**config.mk**
```make
export PLATFORM = sky130hd
export DESIGN_NAME = ram_tdp_clear
export DESIGN_NICKNAME = d
export VERILOG_FILES = /design/src/rtl/ram_tdp_clear.sv
export SDC_FILE = /design/constraint.sdc
export NUM_CORES = 1
export LEC_CHECK = 0
export ABC_AREA = 1
export CORE_AREA = 5 5 154 156
export DETAILED_ROUTE_END_ITERATION = 8
export DIE_AREA = 0 0 159 161
export SYNTH_ARGS = -nofsm -noshare
export SYNTH_HDL_FRONTEND = slang
export SYNTH_SLANG_ARGS = --single-unit
```
**constraint.sdc**
```tcl
create_clock -name clock -period 2.1 [get_ports clock]
set_input_delay 0.21 -clock clock [delete_from_list [all_inputs] [get_ports clock]]
set_output_delay 0.21 -clock clock [all_outputs]
set_load 0.005 [all_outputs]
```
**src/rtl/ram_tdp_clear.sv**
```systemverilog
// True-dual-port RAM with write-collision flag and a clear sequencer
// that fills every word with ClearValue after reset or on request.
module ram_tdp_clear #(
   parameter int unsigned         AddrSize   = 4,
   parameter int unsigned         DataSize   = 8,
   parameter bit                  Registered = 1'b1,
   parameter logic [DataSize-1:0] ClearValue = '0
) (
   input  logic                clock,
   input  logic                reset,
   input  logic                clear,
   output logic                busy,
   input  logic                we0,
   input  logic [AddrSize-1:0] addr0,
   input  logic [DataSize-1:0] data_i0,
   output logic [DataSize-1:0] data_o0,
   input  logic                we1,
   input  logic [AddrSize-1:0] addr1,
   input  logic [DataSize-1:0] data_i1,
   output logic [DataSize-1:0] data_o1,
   output logic                collision
);

   localparam int unsigned Depth = 1 << AddrSize;

   typedef enum logic {
      CLEAR,
      READY
   } state_e;

   state_e              state_q, state_d;
   logic [AddrSize-1:0] cnt_q, cnt_d;
   logic                coll_q, coll_d;
   logic                hit;
   logic [DataSize-1:0] mem_q [Depth];

   assign busy      = (state_q == CLEAR);
   assign hit       = we0 & we1 & (addr0 == addr1);
   assign coll_d    = ~busy & hit;
   assign collision = coll_q;

   always_comb begin
      state_d = state_q;
      cnt_d   = cnt_q;
      unique case (state_q)
         CLEAR: begin
            cnt_d = cnt_q + 1'b1;
            if (cnt_q == '1) state_d = READY;
         end
         READY: begin
            if (clear) begin
               state_d = CLEAR;
               cnt_d   = '0;
            end
         end
         default: state_d = CLEAR;
      endcase
   end

   always_ff @(posedge clock or negedge reset) begin
      if (!reset) begin
         state_q <= CLEAR;
         cnt_q   <= '0;
         coll_q  <= 1'b0;
      end else begin
         state_q <= state_d;
         cnt_q   <= cnt_d;
         coll_q  <= coll_d;
      end
   end

   // Array is deliberately unreset; the sequencer initialises it.
   // On a same-address collision port 0 wins.
   always_ff @(posedge clock) begin
      if (busy) begin
         mem_q[cnt_q] <= ClearValue;
      end else begin
         if (we1 && !hit) mem_q[addr1] <= data_i1;
         if (we0)         mem_q[addr0] <= data_i0;
      end
   end

   if (Registered) begin : g_reg
      logic [DataSize-1:0] rd0_q, rd1_q;

      always_ff @(posedge clock or negedge reset) begin
         if (!reset) begin
            rd0_q <= '0;
            rd1_q <= '0;
         end else if (busy) begin
            rd0_q <= '0;
            rd1_q <= '0;
         end else begin
            rd0_q <= mem_q[addr0];
            rd1_q <= mem_q[addr1];
         end
      end

      assign data_o0 = rd0_q;
      assign data_o1 = rd1_q;
   end else begin : g_comb
      assign data_o0 = mem_q[addr0];
      assign data_o1 = mem_q[addr1];
   end

endmodule

```
==> reports/results.tsv, run 1 <==
metric	value	unit
met1 GRT Util	32.0	%
average vias per placed instance	5.82	
FFs w/ async S/R, synth	14.7	%
EDFF count, synth	128	
outcome	finished, final reports clean	
met2 usage	40.5	%
clk_lat worst skew	0.43	ns
count of final max-slew check failures	0	
row count	55	
Antenna Cells	0	
# fillers	2038	
DR vias	8064	
Max VDD drop	0.644	mV
Avg WL per Cell	22.9	um
GRT Util Overall	24.4	%
most frequent cells after synthesis	nand2_1, o21ai_0, edfxtp_1	
Crit Path Category	in2reg	
Final Skew	0.00711	ns
routing usage on met3	4.31	%
power density over cell area	1020	mW/mm^2
grt total ovfl	0	
Net Count, Synth	1035	
port buffer count	46	
pin count of the biggest net entering global routing	71	
share of the synthesized area in the top cell type	45.1	%
critical path endpoint category	flop	
share of cells above drive strength 1	14.0	%
syn avg cell area	8.48	um^2
IO Count	47	
Sequential Area	0.00440	mm^2
Max Cap Violations	0	
synth top area cells	edfxtp_1, o21ai_0, nand2_1, dfrtp_1, nor2_1	
setup TNS	0	ns
DP HPWL	21300	um
Final Cycle Share	95.2	%
CTS Buf Count	17	
WP data required	2.25	ns
DIE WIDTH	159	um
H-tree levels	4	
global route hottest layer	met2	
worst hold path type	in2async	
register area share after synthesis	51.6	%
Setup crit start kind	primary input	
fmax	500	MHz
dpl cell area	0.0100	mm^2
Die ar.	0.0256	mm^2
Mapped Area	0.00852	mm^2
area leader, netlist	edfxtp_1	
Pleak	0.00401	uW
Clock Path Buffers	2	
most common cell in the netlist	nand2_1	
DRC viols	0	
initial antenna violation count	0	
final non-filler cell area	0.0107	mm^2
first-pass GRT wire length	47600	um
Slew @ Worst Pin	0.392	ns
Multi-input gate area	0.00359	mm^2
Post-DRT Antenna Nets	0	
Yosys cell types	32	
First-pass DRT Iterations	6	
Syn Inst Count	1005	
clock-pin slew on the worst setup and hold paths	0.06	ns
Critical Path AT	2.15	ns
# setup viols final	0	
Hold WS	0.134	ns
core area	0.0222	mm^2
die height	161	um
setup bufs post-CTS	0	
CTS tree	done	
Post-Route Utilization	48.2	%
critical-path maximum fanout	10	
routability-driven placement congestion ratio	1.02	
minimum clock period	2.00	ns
Synth warnings	0	
max_slew headroom	73.9	%
Most used DFF post-synth	edfxtp_1	
final hold viol count	0	
Yosys reg bits	150	
Final #Nets	1118	
clock root cell	clkbuf_16	
Routed WL	31700	um
RSZ-0062 raised after global routing	no	
Clock Sinks	150	
P&R area growth vs syn	25.7	%
vias in the first global route	7642	
initial core utilization	38.3	%
1st-iter DRT viols	1050	
==> worst max-delay path, stage by stage <==
cell	delay (ns)
clkdlybuf4s50_1	0.50
inv_2	0.06
o21ai_0	0.19
nor2_2	0.08
nand2_4	0.14
nand3_4	0.13
nand2_1	0.08
nand2_1	0.10
nor2_1	0.19
buf_4	0.16
nand2_1	0.05
nand2_1	0.12
buf_12	0.14
==> cell families (layout without fill, tap and decap cells) <==
family                   count (synthesis)  count (layout)  synth area share (%)
AND/OR/NAND/NOR                        395             395                  19.7
AO/OA/AOI/OAI                          322             322                  22.1
buffers and inverters                  136             232                  6.42
flip-flops                             150             150                  51.6
adder cells (fa/ha/maj)                  1               1                 0.147
multiplexers                             1               1                 0.117
==> timing repair <==
action / 4_1_cts / 5_1_grt
setup endpoints to repair: 0 / 170
hold buffers: 0 / 0
resized for setup: 0 / 5
==> placed cells by master (no fill, tap or decap), types with 22 or more instances in the layout <==
master,Yosys,final
a21oi_1,36,36
a22oi_1,32,32
buf_12,0,22
buf_4,1,81
clkdlybuf4s50_1,0,43
edfxtp_1,128,128
inv_1,46,46
nand2_1,198,198
nand3_1,63,63
nor2_1,95,92
o211ai_1,43,43
o21ai_0,170,170
==> final cells by class <==
class | instances | area share, %
Inverter | 51 | 1.81
Multi-Input combinational cell | 719 | 33.5
Tap cell | 285 | 3.33
Clock buffer | 23 | 4.37
Timing Repair Buffer | 149 | 14.1
Sequential cell | 150 | 41.1
Clock inverter | 9 | 1.83
==> registers in the layout, indices dropped and copies added (netlist names) <==
register   count
collision      1
state_q        1
mem_q        128
data_o1        8
data_o0        8
cnt_q          4
==> report_power, final <==
group	leakage, uW	internal (uW)	switching (uW)	total, uW
sequential	0.00149	4050	375	4430
combinational	0.00220	1210	1750	2950
clock	0.000319	2290	1210	3500
total	0.00401	7550	3330	10900
==> metrics by stage <==
| stage | power (uW) | std cells | worst slack (ns) |
|---|---|---|---|
| 2_1_floorplan | 5710 | 1005 | 0.0733 |
| 3_3_place_gp | 7360 | 1354 | -0.335 |
| 3_5_place_dp | 7390 | 1354 | -0.362 |
| 4_1_cts | 10900 | 1386 | 0.0795 |
| 5_1_grt | 11300 | 1386 | 0.00875 |
| 6_report | 10900 | 1386 | 0.100 |
==> worst paths after layout <==
| kind | start | end | slack, ns | cells past startpoint |
|---|---|---|---|---|
| max | addr1[1] | mem_q[5][6] | 0.10 | 13 |
| min | reset | data_o1[6] | 0.13 | 2 |
| max reg2reg | state_q | mem_q[1][1] | 0.24 | 6 |
| min reg2reg | cnt_q[3] | state_q | 0.59 | 2 |
| max in group asynchronous | reset | state_q | 1.71 | 2 |
| min in group clock | addr1[3] | data_o1[6] | 0.33 | 4 |
==> layer usage <==
| layer | routed length [um] | vias to the layer above |
|---|---|---|
| met5 | 0 | - |
| met3 | 2770 | 81 |
| met4 | 1230 | 0 |
| li1 | - | 3737 |
| met2 | 15000 | 481 |
| met1 | 12700 | 3765 |
(Power assumes the default switching activity.)
==> run 2, diff against run 1 <==
- CORE_AREA: 5 5 154 156 -> 5 5 183 132
- DIE_AREA: 0 0 159 161 -> 0 0 188 137
==> run 2 against run 1 <==
Against the previous run:
- setup slack better by 0.027 ns
- combinational power rose by 5%
- fmax increased by 1.4%
- core utilization up 0.40 points
- clock-buffer cell count shrank 6
- global-route usage increased by 2.0 points
- first-iteration DRC count grew 42%
- clock skew grew 0.0016 ns
- non-clock buffer count increased by 17
- clock power shrank 11%
- critical path depth unchanged
- wire length increased by 6.6%
- largest power group unchanged
==> reports/results.tsv, run 2 (same netlist as run 1, synthesis figures left out) <==
metric	value	unit	change
Setup crit start kind	primary input		
Max VDD drop	0.607	mV	-5.8%
Int Power	7040	uW	-6.7%
DR vias	8289		+2.8%
Critical Path AT	2.12	ns	-0.03 ns
Routed WL	33800	um	+6.6%
switching share of power	34.0	%	+3.3 points
met2 usage	35.0	%	-5.5 points
clk_lat worst skew	0.45	ns	+0.02 ns
DP HPWL	23800	um	+11%
fmax	507	MHz	+1.4%
Post-Route Utilization	48.6	%	+0.40 points
combinational power share	29.1	%	+1.9 points
vias in the first global route	7546		-1.3%
setup TNS	0	ns	unchanged
Final Skew	0.00869	ns	+0.00158 ns
DIE WIDTH	188	um	+18%
Max Cap Violations	0		unchanged
worst hold path type	in2async		
First-pass DRT Iterations	6		unchanged
grt total ovfl	0		unchanged
first-pass GRT wire length	49500	um	+3.8%
count of final max-slew check failures	0		unchanged
Crit Path Category	in2reg		
clock root cell	clkbuf_16		
critical-path maximum fanout	8		-2
share of cells above drive strength 1	15.7	%	+1.8 points
Clock Sinks	150		unchanged
Die ar.	0.0258	mm^2	+0.61%
initial antenna violation count	0		unchanged
Slew @ Worst Pin	0.518	ns	+0.126 ns
r2r worst-path depth	7		+1
power density over cell area	988	mW/mm^2	-2.8%
Sequential Area	0.00439	mm^2	about the same
clock-pin slew on the worst setup and hold paths	0.06	ns	about the same
port buffer count	46		unchanged
critical path endpoint category	flop		
DRC viols	0		unchanged
pin count of the biggest net entering global routing	61		-14%
P&R area growth vs syn	26.6	%	
die height	137	um	-15%
Multi-input gate area	0.00359	mm^2	+0.21%
Post-DRT Antenna Nets	0		unchanged
# setup viols final	0		unchanged
global route hottest layer	met1		
Antenna Cells	0		unchanged
average vias per placed instance	5.90		+1.3%
routability-driven placement congestion ratio	1.00		-1.4%
Final #Nets	1135		+1.5%
dpl cell area	0.0102	mm^2	+1.3%
Biggest register	mem_q		
row count	46		-16%
commonest cells after routing, fill and taps aside	nand2_1, o21ai_0, edfxtp_1		
Clk pwr share	29.1	%	-3.0 points
minimum clock period	1.97	ns	-0.0268 ns
1st-iter DRT viols	1486		+42%
most common cell after layout, fill and taps aside	nand2_1		
CTS Buf Count	17		unchanged
CTS tree	done		
max_slew headroom	65.5	%	-8.4 points
routing usage on met3	8.80	%	+4.5 points
register share of total power	41.7	%	+1.0 points
Hold WS	0.109	ns	-0.0257 ns
WP data required	2.25	ns	about the same
Avg WL per Cell	24.0	um	+5.0%
met1 GRT Util	39.9	%	+7.9 points
H-tree levels	4		unchanged
GRT Util Overall	26.4	%	+2.0 points
IO Count	47		unchanged
core area	0.0222	mm^2	about the same
final hold viol count	0		unchanged
# fillers	2077		+1.9%
Final Cycle Share	94.0	%	-1.3 points
Clock Path Buffers	2		unchanged
max reg flops	128		unchanged
Pleak	0.00408	uW	+1.6%
Psw	3620	uW	+8.7%
outcome	finished, final reports clean		
final non-filler cell area	0.0108	mm^2	+0.78%
initial core utilization	38.3	%	about the same
run 2: cell count changes in the layout (fill, tap and decap cells not counted), sizes merged:
cell | previous run | this run
clkinvlp | 1 | 3
bufinv | 6 | 2
clkdlybuf4s50 | 43 | 41
buf | 104 | 121
clkbuf | 23 | 17
dlymetal6s2s | 2 | 4
clkinv | 3 | 5
inv | 50 | 56
run 2: stage by stage:
step                setup slack, ns  power, uW  instances
floorplan                    0.0733       5710       1005
global placement             -0.353       7480       1371
detailed placement           -0.373       7520       1371
CTS                          0.0755      10600       1403
global route               -0.00857      11100       1406
finish                        0.127      10700       1406
run 2: routing by layer:
layer,wire length [um],share of wire (%)
met2,13100,39
met4,756,2.2
met5,0,0
met3,4670,14
met1,15200,45
run 2: worst max-delay path, stage by stage:
cell and delay, ns:
clkdlybuf4s50_1 0.51, buf_4 0.13, nand2_1 0.04, nand3_1 0.07, nor2_2 0.05, nand2_4 0.09
buf_4 0.16, nand4_1 0.09, nand2_2 0.12, buf_4 0.12, nand3_1 0.10, o21bai_1 0.20
buf_4 0.21
run 2: layout make-up:
cell class	instances	area share [%]
Sequential cell	150	40.7
Clock buffer	17	3.94
Timing Repair Buffer	166	15.5
Tap cell	288	3.34
Clock inverter	15	1.40
Inverter	51	1.80
Multi-Input combinational cell	719	33.3
run 2: timing repair:
action / in CTS / in global routing
hold buffers: 0 / 0
resized for setup: 0 / 12
setup endpoints to repair: 0 / 124
buffers inserted: 0 / 3
run 2: worst paths after layout:
path / slack, ns / to / startpoint
min in group clock: 0.45 / data_o1[1] / addr1[2]
min: 0.11 / cnt_q[2] / reset
max: 0.13 / mem_q[14][6] / addr1[3]
max reg2reg: 0.16 / mem_q[1][1] / state_q
max in group asynchronous: 1.77 / data_o1[4] / reset
min reg2reg: 0.64 / state_q / cnt_q[3]
run 2: power groups by stage:
stage	clock network, uW	logic (uW)	registers, uW
2_1_floorplan	0	1430	4280
4_1_cts	3130	3040	4430
3_5_place_dp	0	3030	4490
3_3_place_gp	0	3010	4480
5_1_grt	3250	3360	4490
6_report	3100	3110	4450
==> run 3, diff against run 2 <==
- CTS_BUF_LIST: not set -> sky130_fd_sc_hd__clkbuf_8 sky130_fd_sc_hd__clkbuf_16
- RECOVER_POWER: not set -> 100
==> run 3 against run 2 <==
Against the previous run:
- wire length increased by 0.19%
- clock skew increased by 0.0027 ns
- first-iteration DRC count increased by 0.20%
- register-to-register slack about the same
- critical endpoint is now data_o0[0]
- sequential share of layout area increased by 0.29 points
- highest routed layer unchanged
==> reports/results.tsv, run 3 (same netlist as run 1, synthesis figures left out) <==
metric	value	unit	change
Psw	3630	uW	+0.15%
DIE WIDTH	188	um	unchanged
clock-pin slew on the worst setup and hold paths	0.07	ns	about the same
Largest delay share family, worst path	buffers and inverters		
initial core utilization	38.3	%	unchanged
combinational power share	28.9	%	-0.2 points
Avg WL per Cell	24.1	um	+0.19%
R2R setup slack	0.15	ns	about the same
switching share of power	34.2	%	+0.17 points
WP data required	2.43	ns	+0.18 ns
Slew @ Worst Pin	1.16	ns	+0.642 ns
Critical Path AT	2.35	ns	+0.23 ns
Crit Path Category	in2reg		
Antenna Cells	0		unchanged
Biggest register	mem_q		
register share of total power	41.9	%	+0.2 points
Final Cycle Share	96.2	%	+2.2 points
DP HPWL	23800	um	unchanged
most used cell, CP	clkbuf_2		
vias in the first global route	7546		unchanged
Max VDD drop	0.603	mV	-0.65%
routability-driven placement congestion ratio	1.00		unchanged
first-pass GRT wire length	49500	um	unchanged
IO Count	47		unchanged
cell-by-cell trace of the critical path	dlymetal6s2s_1, inv_1, clkbuf_2, nor2_1, clkbuf_2, a22oi_1, o211ai_1, nand2_1, nand4_1, and2_0		
Post-Route Utilization	48.2	%	-0.34 points
Routed WL	33900	um	+0.19%
Pleak	0.00409	uW	+0.35%
# fillers	2089		+0.58%
count of final max-slew check failures	0		unchanged
row count	46		unchanged
clk_lat worst skew	0.45	ns	about the same
WP buf/inv	4		-1
DR vias	8274		-0.18%
Non-Filler Instances	1406		unchanged
worst hold path type	in2reg		
Clock Path Buffers	2		unchanged
H-tree levels	4		unchanged
final non-filler cell area	0.0107	mm^2	-0.71%
Die ar.	0.0258	mm^2	unchanged
pin count of the biggest net entering global routing	61		unchanged
GRT Util Overall	26.4	%	unchanged
Int Power	7000	uW	-0.58%
most common cell after layout, fill and taps aside	nand2_1		
Post-DRT Antenna Nets	0		unchanged
fmax	495	MHz	-2.3%
Clock Sinks	150		unchanged
Hold WS	0.463	ns	+0.355 ns
grt total ovfl	0		unchanged
Setup crit start kind	primary input		
r2r worst-path depth	8		+1
# setup viols final	0		unchanged
DRC viols	0		unchanged
port buffer count	46		unchanged
hold path depth	4		
max reg flops	128		unchanged
Clk pwr share	29.3	%	+0.2 points
initial antenna violation count	0		unchanged
critical path endpoint category	flop		
final hold viol count	0		unchanged
Final #Nets	1135		unchanged
P&R area growth vs syn	25.7	%	
share of cells above drive strength 1	15.4	%	-0.36 points
clock root cell	clkbuf_16		
placed cells	1371		unchanged
Max Cap Violations	0		unchanged
die height	137	um	unchanged
power density over cell area	992	mW/mm^2	+0.37%
CTS tree	done		
critical-path maximum fanout	16		+8
max_slew headroom	22.7	%	-43 points
commonest cells after routing, fill and taps aside	nand2_1, o21ai_0, edfxtp_1		
core area	0.0222	mm^2	unchanged
1st-iter DRT viols	1489		+0.20%
Worst path slowest cell	clkbuf_2		
Critical Path Stages	10		-3
Final Skew	0.0114	ns	+0.00273 ns
CTS Buf Count	17		unchanged
Largest stage delay, worst path	0.41	ns	-0.10 ns
total chip power	10600	uW	-0.33%
outcome	finished, final reports clean		
minimum clock period	2.02	ns	+0.0472 ns
dpl cell area	0.0102	mm^2	unchanged
First-pass DRT Iterations	6		unchanged
average vias per placed instance	5.88		-0.18%
[run 3: changes by cell type in the layout (fill, tap and decap cells not counted), moves of 2 or more]
| cell | previous run | this run |
|---|---|---|
| o21ai_1 | 12 | 10 |
| clkbuf_1 | 0 | 3 |
| and2_1 | 8 | 4 |
| clkdlybuf4s50_1 | 41 | 22 |
| dlygate4sd3_1 | 0 | 19 |
| clkbuf_4 | 0 | 2 |
| o21ai_0 | 169 | 171 |
| and2_0 | 0 | 4 |
| clkbuf_2 | 0 | 15 |
| buf_4 | 95 | 77 |
| buf_12 | 24 | 22 |
[run 3: final timing paths]
check | from | endpoint
max | addr0[0] | data_o0[0]
min | addr1[2] | data_o1[1]
max reg2reg | state_q | mem_q[3][1]
min reg2reg | cnt_q[2] | state_q
max in group asynchronous | reset | data_o0[6]
min in group asynchronous | reset | cnt_q[2]
[run 3: power groups by stage]
stage	clock network [uW]	logic (uW)	registers, uW
finish	3110	3070	4450
global placement	0	3010	4480
global route	3250	3320	4490
detailed placement	0	3030	4490
CTS	3130	3040	4430
floorplan	0	1430	4280
[run 3: layer usage]
metal  track usage [%]  routed length, um
met5                 0                  0
met3              8.80               4650
met1              39.9              15300
met2              35.0              13100
met4              8.60                812
[run 3: final cells by class]
cell class	instances	area [um^2]	area share, %
Sequential cell	150	4390	41.0
Multi-Input combinational cell	719	3590	33.5
Timing Repair Buffer	166	1600	14.9
Clock buffer	17	425	3.97
Tap cell	288	360	3.36
Inverter	51	194	1.81
Clock inverter	15	151	1.41
[run 3: through the flow]
stage	setup TNS [ns]	setup WS, ns
after global routing	-0.0433	-0.00866
after CTS	0	0.0755
final	0	0.0798
after floorplan	0	0.0733
after detailed placement	-69.66	-0.373
after global placement	-64.31	-0.353
[run 3: timing repair]
item / in CTS / in global routing
endpoints found under the setup margin: 0 / 124
hold buffers: 0 / 0
resized for setup: 0 / 12
setup buffers: 0 / 3
[run 3: tightest hold or removal path, cell delays in order]
cell and delay, ns:
dlymetal6s2s_1 0.17, buf_4 0.22, o211ai_1 0.18, a21oi_1 0.08
